<file path="src/rtl/fifo_fwft_stat.sv">
// First-word-fall-through synchronous FIFO with any depth >= 2, occupancy count,
// almost-full/almost-empty thresholds and sticky error flags. Define FIFO_FLUSH_EN to add a flush input.
module fifo_fwft_stat #(
    parameter int DEPTH      = 8,
    parameter int DATA_WIDTH = 8,
    parameter int AF_THRESH  = DEPTH - 1,
    parameter int AE_THRESH  = 1,
    parameter int CW         = $clog2(DEPTH + 1)
) (
    input  logic                  clk,
    input  logic                  rst_n,
    input  logic                  wren,
    input  logic                  rden,
    input  logic [DATA_WIDTH-1:0] i_data,
    input  logic                  err_clr,
`ifdef FIFO_FLUSH_EN
    input  logic                  flush,
`endif
    output logic [DATA_WIDTH-1:0] o_data,
    output logic                  full,
    output logic                  empty,
    output logic                  almost_full,
    output logic                  almost_empty,
    output logic [CW-1:0]         count,
    output logic                  overflow,
    output logic                  underflow
);

    localparam int            PW       = (DEPTH > 1) ? $clog2(DEPTH) : 1;
    localparam logic [PW-1:0] LAST_IDX = PW'(DEPTH - 1);

    logic [DATA_WIDTH-1:0] mem_r [DEPTH];
    logic [PW-1:0]         wr_ptr_r;
    logic [PW-1:0]         rd_ptr_r;
    logic [CW-1:0]         count_r;
    logic                  overflow_r;
    logic                  underflow_r;
    logic                  do_wr_s;
    logic                  do_rd_s;
    logic                  flush_s;

    // Explicit compare keeps the wrap correct for non-power-of-two depths.
    function automatic logic [PW-1:0] ptr_inc(input logic [PW-1:0] p);
        return (p == LAST_IDX) ? {PW{1'b0}} : p + PW'(1);
    endfunction

`ifdef FIFO_FLUSH_EN
    assign flush_s = flush;
`else
    assign flush_s = 1'b0;
`endif

    assign full         = (count_r == CW'(DEPTH));
    assign empty        = (count_r == {CW{1'b0}});
    assign almost_full  = (count_r >= CW'(AF_THRESH));
    assign almost_empty = (count_r <= CW'(AE_THRESH));
    assign count        = count_r;
    assign overflow     = overflow_r;
    assign underflow    = underflow_r;

    // A pop while full frees the slot the simultaneous push lands in.
    assign do_wr_s = wren & (~full | rden);
    assign do_rd_s = rden & ~empty;

    assign o_data = empty ? {DATA_WIDTH{1'b0}} : mem_r[rd_ptr_r];

    // Storage array; intentionally not reset.
    always_ff @(posedge clk) begin
        if (do_wr_s && !flush_s) begin
            mem_r[wr_ptr_r] <= i_data;
        end
    end

    // Pointers and occupancy count.
    always_ff @(posedge clk or negedge rst_n) begin
        if (!rst_n) begin
            wr_ptr_r <= {PW{1'b0}};
            rd_ptr_r <= {PW{1'b0}};
            count_r  <= {CW{1'b0}};
        end else if (flush_s) begin
            wr_ptr_r <= {PW{1'b0}};
            rd_ptr_r <= {PW{1'b0}};
            count_r  <= {CW{1'b0}};
        end else begin
            if (do_wr_s) begin
                wr_ptr_r <= ptr_inc(wr_ptr_r);
            end
            if (do_rd_s) begin
                rd_ptr_r <= ptr_inc(rd_ptr_r);
            end
            case ({do_wr_s, do_rd_s})
                2'b10:   count_r <= count_r + CW'(1);
                2'b01:   count_r <= count_r - CW'(1);
                default: count_r <= count_r;
            endcase
        end
    end

    // Sticky error flags; a new event outranks a same-cycle clear.
    always_ff @(posedge clk or negedge rst_n) begin
        if (!rst_n) begin
            overflow_r  <= 1'b0;
            underflow_r <= 1'b0;
        end else begin
            overflow_r  <= (wren & full & ~rden) | (overflow_r & ~err_clr);
            underflow_r <= (rden & empty) | (underflow_r & ~err_clr);
        end
    end

endmodule

</file>
<file path="config.mk">
export PLATFORM = sky130hd
export DESIGN_NAME = fifo_fwft_stat
export DESIGN_NICKNAME = d
export VERILOG_FILES = /design/src/rtl/fifo_fwft_stat.sv
export SDC_FILE = /design/constraint.sdc
export NUM_CORES = 1
export LEC_CHECK = 0
export ABC_AREA = 1
export BUFFER_PORTS_ARGS = -buffer_cell sky130_fd_sc_hd__buf_2
export CAP_MARGIN = 20
export CORE_MARGIN = 2
export CORE_UTILIZATION = 59
export DETAILED_ROUTE_END_ITERATION = 8
export MAX_ROUTING_LAYER = met4
export PLACE_DENSITY_LB_ADDON = 0.15
export SETUP_SLACK_MARGIN = 0.15
export SYNTH_ARGS = -nofsm -noshare
export SYNTH_HDL_FRONTEND = slang
export SYNTH_SLANG_ARGS = --single-unit
</file>
<file path="constraint.sdc">
create_clock -name clk -period 2.55 [get_ports clk]
set_clock_uncertainty 0.2 [all_clocks]
set_input_delay 0.765 -clock clk [delete_from_list [all_inputs] [get_ports clk]]
set_output_delay 0.765 -clock clk [all_outputs]
set_load 0.005 [all_outputs]
</file>
==> results of run 1 <==
==> cells by family after synthesis <==
logic type	count (synthesis)	synth area share, %
AOI/OAI and AO/OA	12	1.74
DFF	76	61.9
adders and majority gates	8	2.79
buffers and inverters	99	11.4
and+or+nand+nor	178	21.4
xor gates and xnor gates	3	0.732
==> synth_stat cells <==
cell | number | share of area [%]
buf_2 | 6 | 0.84
buf_4 | 2 | 0.42
buf_6 | 3 | 0.94
clkbuf_1 | 1 | 0.10
dfrtp_1 | 12 | 8.4
edfxtp_1 | 64 | 54
ha_1 | 8 | 2.8
inv_1 | 82 | 8.6
inv_2 | 5 | 0.52
nand2_1 | 98 | 10
nand2_2 | 4 | 0.70
nand3_1 | 44 | 6.1
nand3_2 | 1 | 0.28
nand4_1 | 1 | 0.17
nor2_1 | 25 | 2.6
nor2_2 | 2 | 0.35
nor2_4 | 1 | 0.31
nor3_1 | 1 | 0.14
nor3_4 | 1 | 0.45
o21ai_0 | 8 | 1.1
o21ai_1 | 2 | 0.28
o22ai_1 | 2 | 0.35
xnor2_1 | 2 | 0.49
xor2_1 | 1 | 0.24
==> routing by layer <==
| metal | GRT usage, % | wire length, µm |
|---|---|---|
| met3 | 4.40 | 389 |
| met1 | 31.2 | 3300 |
| met5 | - | 0 |
| met4 | 13.2 | 173 |
| met2 | 41.8 | 4020 |
==> sequential cells by signal, summed over array words and instances, names as in the netlist <==
signal and count:
count 4, mem_r 64, overflow 1, rd_ptr_r 3, underflow 1, wr_ptr_r 3
==> through the flow <==
step                      TNS, ns  hold slack [ns]  cell area, µm²  instances
after floorplan                 0            0.269            3590        376
after detailed placement        0            0.337            3890        484
after global placement          0            0.316            3890        484
after global routing       -0.775           0.0997            4390        515
after CTS                  -0.469           0.0738            4240        508
final                      -0.164           0.0823            4390        515
==> critical path, stage by stage, from the launching register on <==
cell and delay [ns]:
dfrtp_1 0.39, inv_2 0.08, ha_4 0.14, inv_2 0.05
nor3_4 0.14, buf_12 0.14, clkinvlp_4 0.12, nand2_1 0.09
nor2_1 0.04, buf_2 0.12
==> where the power goes <==
group | internal [mW] | total [mW] | leakage (nW) | switching [mW]
Sequential | 1.58 | 1.73 | 0.728 | 0.151
Clock | 0.646 | 1.09 | 0.117 | 0.448
Combinational | 0.911 | 2.12 | 1.24 | 1.21
==> worst paths after layout <==
kind,start,endpoint,depth (start not counted)
max,count[0]$_DFFE_PN0P_,o_data[3],9
min,rst_n,count[0]$_DFFE_PN0P_,1
max reg2reg,count[0]$_DFFE_PN0P_,count[3]$_DFFE_PN0P_,16
min reg2reg,underflow$_DFF_PN0_,underflow$_DFF_PN0_,2
max in group asynchronous,rst_n,rd_ptr_r[0]$_DFFE_PN0P_,1
min in group clk,underflow$_DFF_PN0_,underflow$_DFF_PN0_,2
==> what timing repair did <==
item,CTS,global route
pin swaps,5,6
cloned,1,1
endpoints found under the setup margin,10,12
resized for setup,13,22
setup buffers,7,6
hold buffers,0,0
==> area by class of cell <==
type                            instances  area [µm²]
Timing Repair Buffer                   59         452
Tap cell                               75        93.8
Fill cell                             428        1500
Clock inverter                          7         115
Inverter                               87         334
Timing Repair inverter                  1        7.51
Sequential cell                        76        2220
Multi-Input combinational cell        201        1040
Clock buffer                            9         124
==> flow_metrics.tcl, run 1 <==
set metrics [dict create \
    crit_path_max_fanout 4 \
    worstPathRequired_ns 1.59 \
    post-place-ws_ns 0.174 \
    cts.path.max_buffers 2 \
    antenna_found_initial 0 \
    fin_nets 456 \
    worstSetupStartpointType "flop" \
    drc_errors 0 \
    fin_ws_ns -0.0609 \
    setup_viol 3 \
    violations "negative setup slack" \
    outcome "complete, but fails checks" \
    hp-class "input port to async pin" \
    area_growth_pct 22.2 \
    dp_hpwl_um 4840 \
    htreeDepth 3 \
    grt_pass1_wl_um 11800 \
    syn-num-nets 397 \
    globalRouteOverflowTotal 0 \
    clk_pin_slew_ns 0.08 \
    coreArea_um2 5890 \
    r2r_slack_ns 0.31 \
    leakage_nw 2.08 \
    vias 2608 \
    cts_sinks 76 \
    final_common_cell "nand2_1" \
    synth-seq-area-share_pct 61.9 \
    drtPass1Iterations 4 \
    gp_congestion 0.906 \
    cts_tree "yes" \
    grt_pass1_vias 2465 \
    syn_area_per_cell_um2 9.54 \
    dieArea_um2 6720 \
    cp_data_arrival_time_ns 1.65 \
    cts_buffers 9 \
    io_buffers 30 \
    netlist_area_um2 3590 \
    synth_seq_cells 76 \
    min_period_ns 2.61 \
    clock_latency_ns 0.35 \
    final_cell_mix "nand2_1, inv_1, edfxtp_1, nand3_1, buf_2" \
    ir_drop_uv 745 \
    critPathKind "flop to primary output" \
    wl_per_cell_um 15.3 \
    start_util_pct 61.0 \
    drtAntennaViolNets 0 \
    relSlewSlack_pct 75.5 \
    worstMarginPinSlew_ns 0.367 \
    cp-end-kind "primary output" \
    period_share_pct 102 \
    drv_cap 0 \
    cellPowerDensity_nw_per_um2 1130 \
    dieWidth_um 82.0 \
    grt_setup_unrepaired "yes" \
    postLayoutCoreUtil_pct 74.5 \
    report.final.hold_viol_count 0 \
    fp.dieH_um 82.0 \
    maxSlewViolCount 0 \
    ios 31 \
    drt-total-wl_um 7880 \
    p_total_mw 4.95 \
    grt_max_degree 27 \
    synthCells 376 \
    num_antenna_cells 0 \
    drt_iter0_markers 245 \
    synth.yosys.warnings 0 \
    synth.distinct_cells 24 \
    row_count 28 \
    avgViaCountPerCell 5.06 \
    clock.fmax_mhz 383 \
    drive_gt1_share_pct 24.3 \
    cts-root-buf "clkbuf_8" \
    grt_usage_pct 25.7 \
]
Power figures use the tool's default switching activity.
==> run 2: changes to the inputs <==
--- a/config.mk
+++ b/config.mk
@@ -8,8 +8,8 @@
 export ABC_AREA = 1
 export BUFFER_PORTS_ARGS = -buffer_cell sky130_fd_sc_hd__buf_2
 export CAP_MARGIN = 20
-export CORE_MARGIN = 2
-export CORE_UTILIZATION = 59
+export CORE_UTILIZATION = 60
+export CTS_BUF_LIST = sky130_fd_sc_hd__clkbuf_4 sky130_fd_sc_hd__clkbuf_8
 export DETAILED_ROUTE_END_ITERATION = 8
 export MAX_ROUTING_LAYER = met4
 export PLACE_DENSITY_LB_ADDON = 0.15
==> run 2 against run 1 <==
Net effect:
- the run now ends clean
- clock power fell by 7%
- worst setup slack improved by 0.066 ns
- first-iteration DRC count grew 0.82%
- final cell count is 1.9% lower
- combinational power is 10% lower
- wire length shrank 6.4%
- via count decreased by 1.1%
- count of clock-buffer cells in the layout grew 1
- sequential share of layout area rose by 1.8 points
- sequential power about the same
- hold slack improved by 0.0040 ns
==> flow_metrics.tcl, run 2 (synthesis results as in run 1) <==
set metrics [dict create \
    outcome "completed" \
    leakage_nw 2.02 \
    cts.path.max_buffers 2 \
    post-place-ws_ns 0.166 \
    largest_reg_flops 64 \
    cts_hold_repair.buffers 0 \
    ir_drop_uv 635 \
    area_growth_pct 18.0 \
    crit_path_max_fanout 9 \
    worstMarginPinSlew_ns 0.409 \
    dieWidth_um 79.3 \
    p_total_mw 4.67 \
    worstSetupStartpointType "flop" \
    final_common_cell "nand2_1" \
    drv_cap 0 \
    fp.dieH_um 79.3 \
    cp_data_arrival_time_ns 1.58 \
    drt-total-wl_um 7380 \
    gp_congestion 0.848 \
    hp-class "input port to async pin" \
    cts_buffers 9 \
    grt_pass1_vias 2392 \
    final_cell_mix "nand2_1, inv_1, edfxtp_1, nand3_1, buf_2" \
    postLayoutCoreUtil_pct 75.1 \
    clock.fmax_mhz 393 \
    avgViaCountPerCell 5.11 \
    clock_latency_ns 0.35 \
    cts_tree "yes" \
    whs_ns 0.0863 \
    coreArea_um2 5640 \
    drtAntennaViolNets 0 \
    crit_chain "inv_2 -> ha_4 -> inv_4 -> nor3_4 -> inv_4 -> nand2_1 -> nor2_1 -> buf_2" \
    grt_usage_pct 26.0 \
    io_buffers 30 \
    crit_path_max_incr_delay_ns 0.41 \
    maxSlewViolCount 0 \
    period_share_pct 99.8 \
    relSlewSlack_pct 72.7 \
    start_util_pct 63.6 \
    grt_max_degree 34 \
    setup_viol 0 \
    clk_pin_slew_ns 0.07 \
    antenna_found_initial 0 \
    drtPass1Iterations 4 \
    globalRouteOverflowTotal 0 \
    cts-root-buf "clkbuf_8" \
    cp-end-kind "primary output" \
    grt_pass1_wl_um 11300 \
    largest_register "mem_r" \
    grt_setup_unrepaired "yes" \
    vias 2579 \
    htreeDepth 3 \
    cp_slowest_cell "dfrtp_1" \
    row_count 27 \
    place_inst 478 \
    worstPathRequired_ns 1.59 \
    cellPowerDensity_nw_per_um2 1100 \
    num_antenna_cells 0 \
    wl_per_cell_um 14.6 \
    cts_sinks 76 \
    dp_hpwl_um 4120 \
    drc_errors 0 \
    dieArea_um2 6290 \
    drive_gt1_share_pct 21.2 \
    report.final.hold_viol_count 0 \
    startpoint "count[1]$_DFFE_PN0P_" \
    ios 31 \
    cp_common_cell "inv_4" \
    fin_nets 449 \
    final_cells 505 \
    fin_ws_ns 0.00533 \
    drt_iter0_markers 247 \
    path_buf_inv 4 \
    timing.rr.start "count[1]$_DFFE_PN0P_" \
    cp_top_family "flip-flops" \
    critPathKind "flop to primary output" \
    min_period_ns 2.54 \
]
## run 2: cell type report
type / instances / area (µm²)
Clock buffer: 10 / 131
Fill cell: 366 / 1410
Multi-Input combinational cell: 201 / 1000
Timing Repair Buffer: 53 / 362
Sequential cell: 76 / 2220
Inverter: 87 / 337
Clock inverter: 6 / 88.8
Tap cell: 72 / 90.1
## run 2: repair_timing
item,in CTS,in global routing
endpoints found under the setup margin,9,13
gates resized for setup,12,12
pin swaps,2,3
setup buffers,6,5
## run 2: routing by layer
layer	wire length [µm]	global-route usage [%]
met1	3000	30.4
met4	119	10.0
met2	3790	43.6
met5	0	-
met3	467	6.44
## run 2: report_power, final
group | switching (mW) | internal [mW]
Combinational | 1.10 | 0.795
Clock | 0.444 | 0.561
Sequential | 0.180 | 1.58
## run 2: worst paths after layout
path	to	depth (start not counted)	slack, ns
max reg2reg	count[3]$_DFFE_PN0P_	16	0.28
max in group asynchronous	rd_ptr_r[0]$_DFFE_PN0P_	1	1.82
min in group clk	underflow$_DFF_PN0_	2	0.34
max	o_data[1]	8	0.005
min	wr_ptr_r[0]$_DFFE_PN0P_	1	0.09
min reg2reg	underflow$_DFF_PN0_	2	0.34
## run 2: worst reg2reg max path, stage by stage (launching register included)
cell,delay [ns]
dfrtp_1,0.41
inv_2,0.09
ha_4,0.14
inv_4,0.04
nor3_4,0.18
buf_4,0.16
buf_6,0.09
buf_4,0.12
nor2_4,0.05
ha_4,0.17
inv_1,0.08
nand2_1,0.06
o21ai_0,0.13
nand3_1,0.13
nand2_1,0.08
nand2_1,0.04
inv_1,0.04
## run 2: stage by stage
stage,cell area (µm²),setup TNS [ns]
after detailed placement,3850,0
after floorplan,3590,0
after global routing,4240,-0.782
final,4240,0
after CTS,4150,-0.0337
after global placement,3850,0
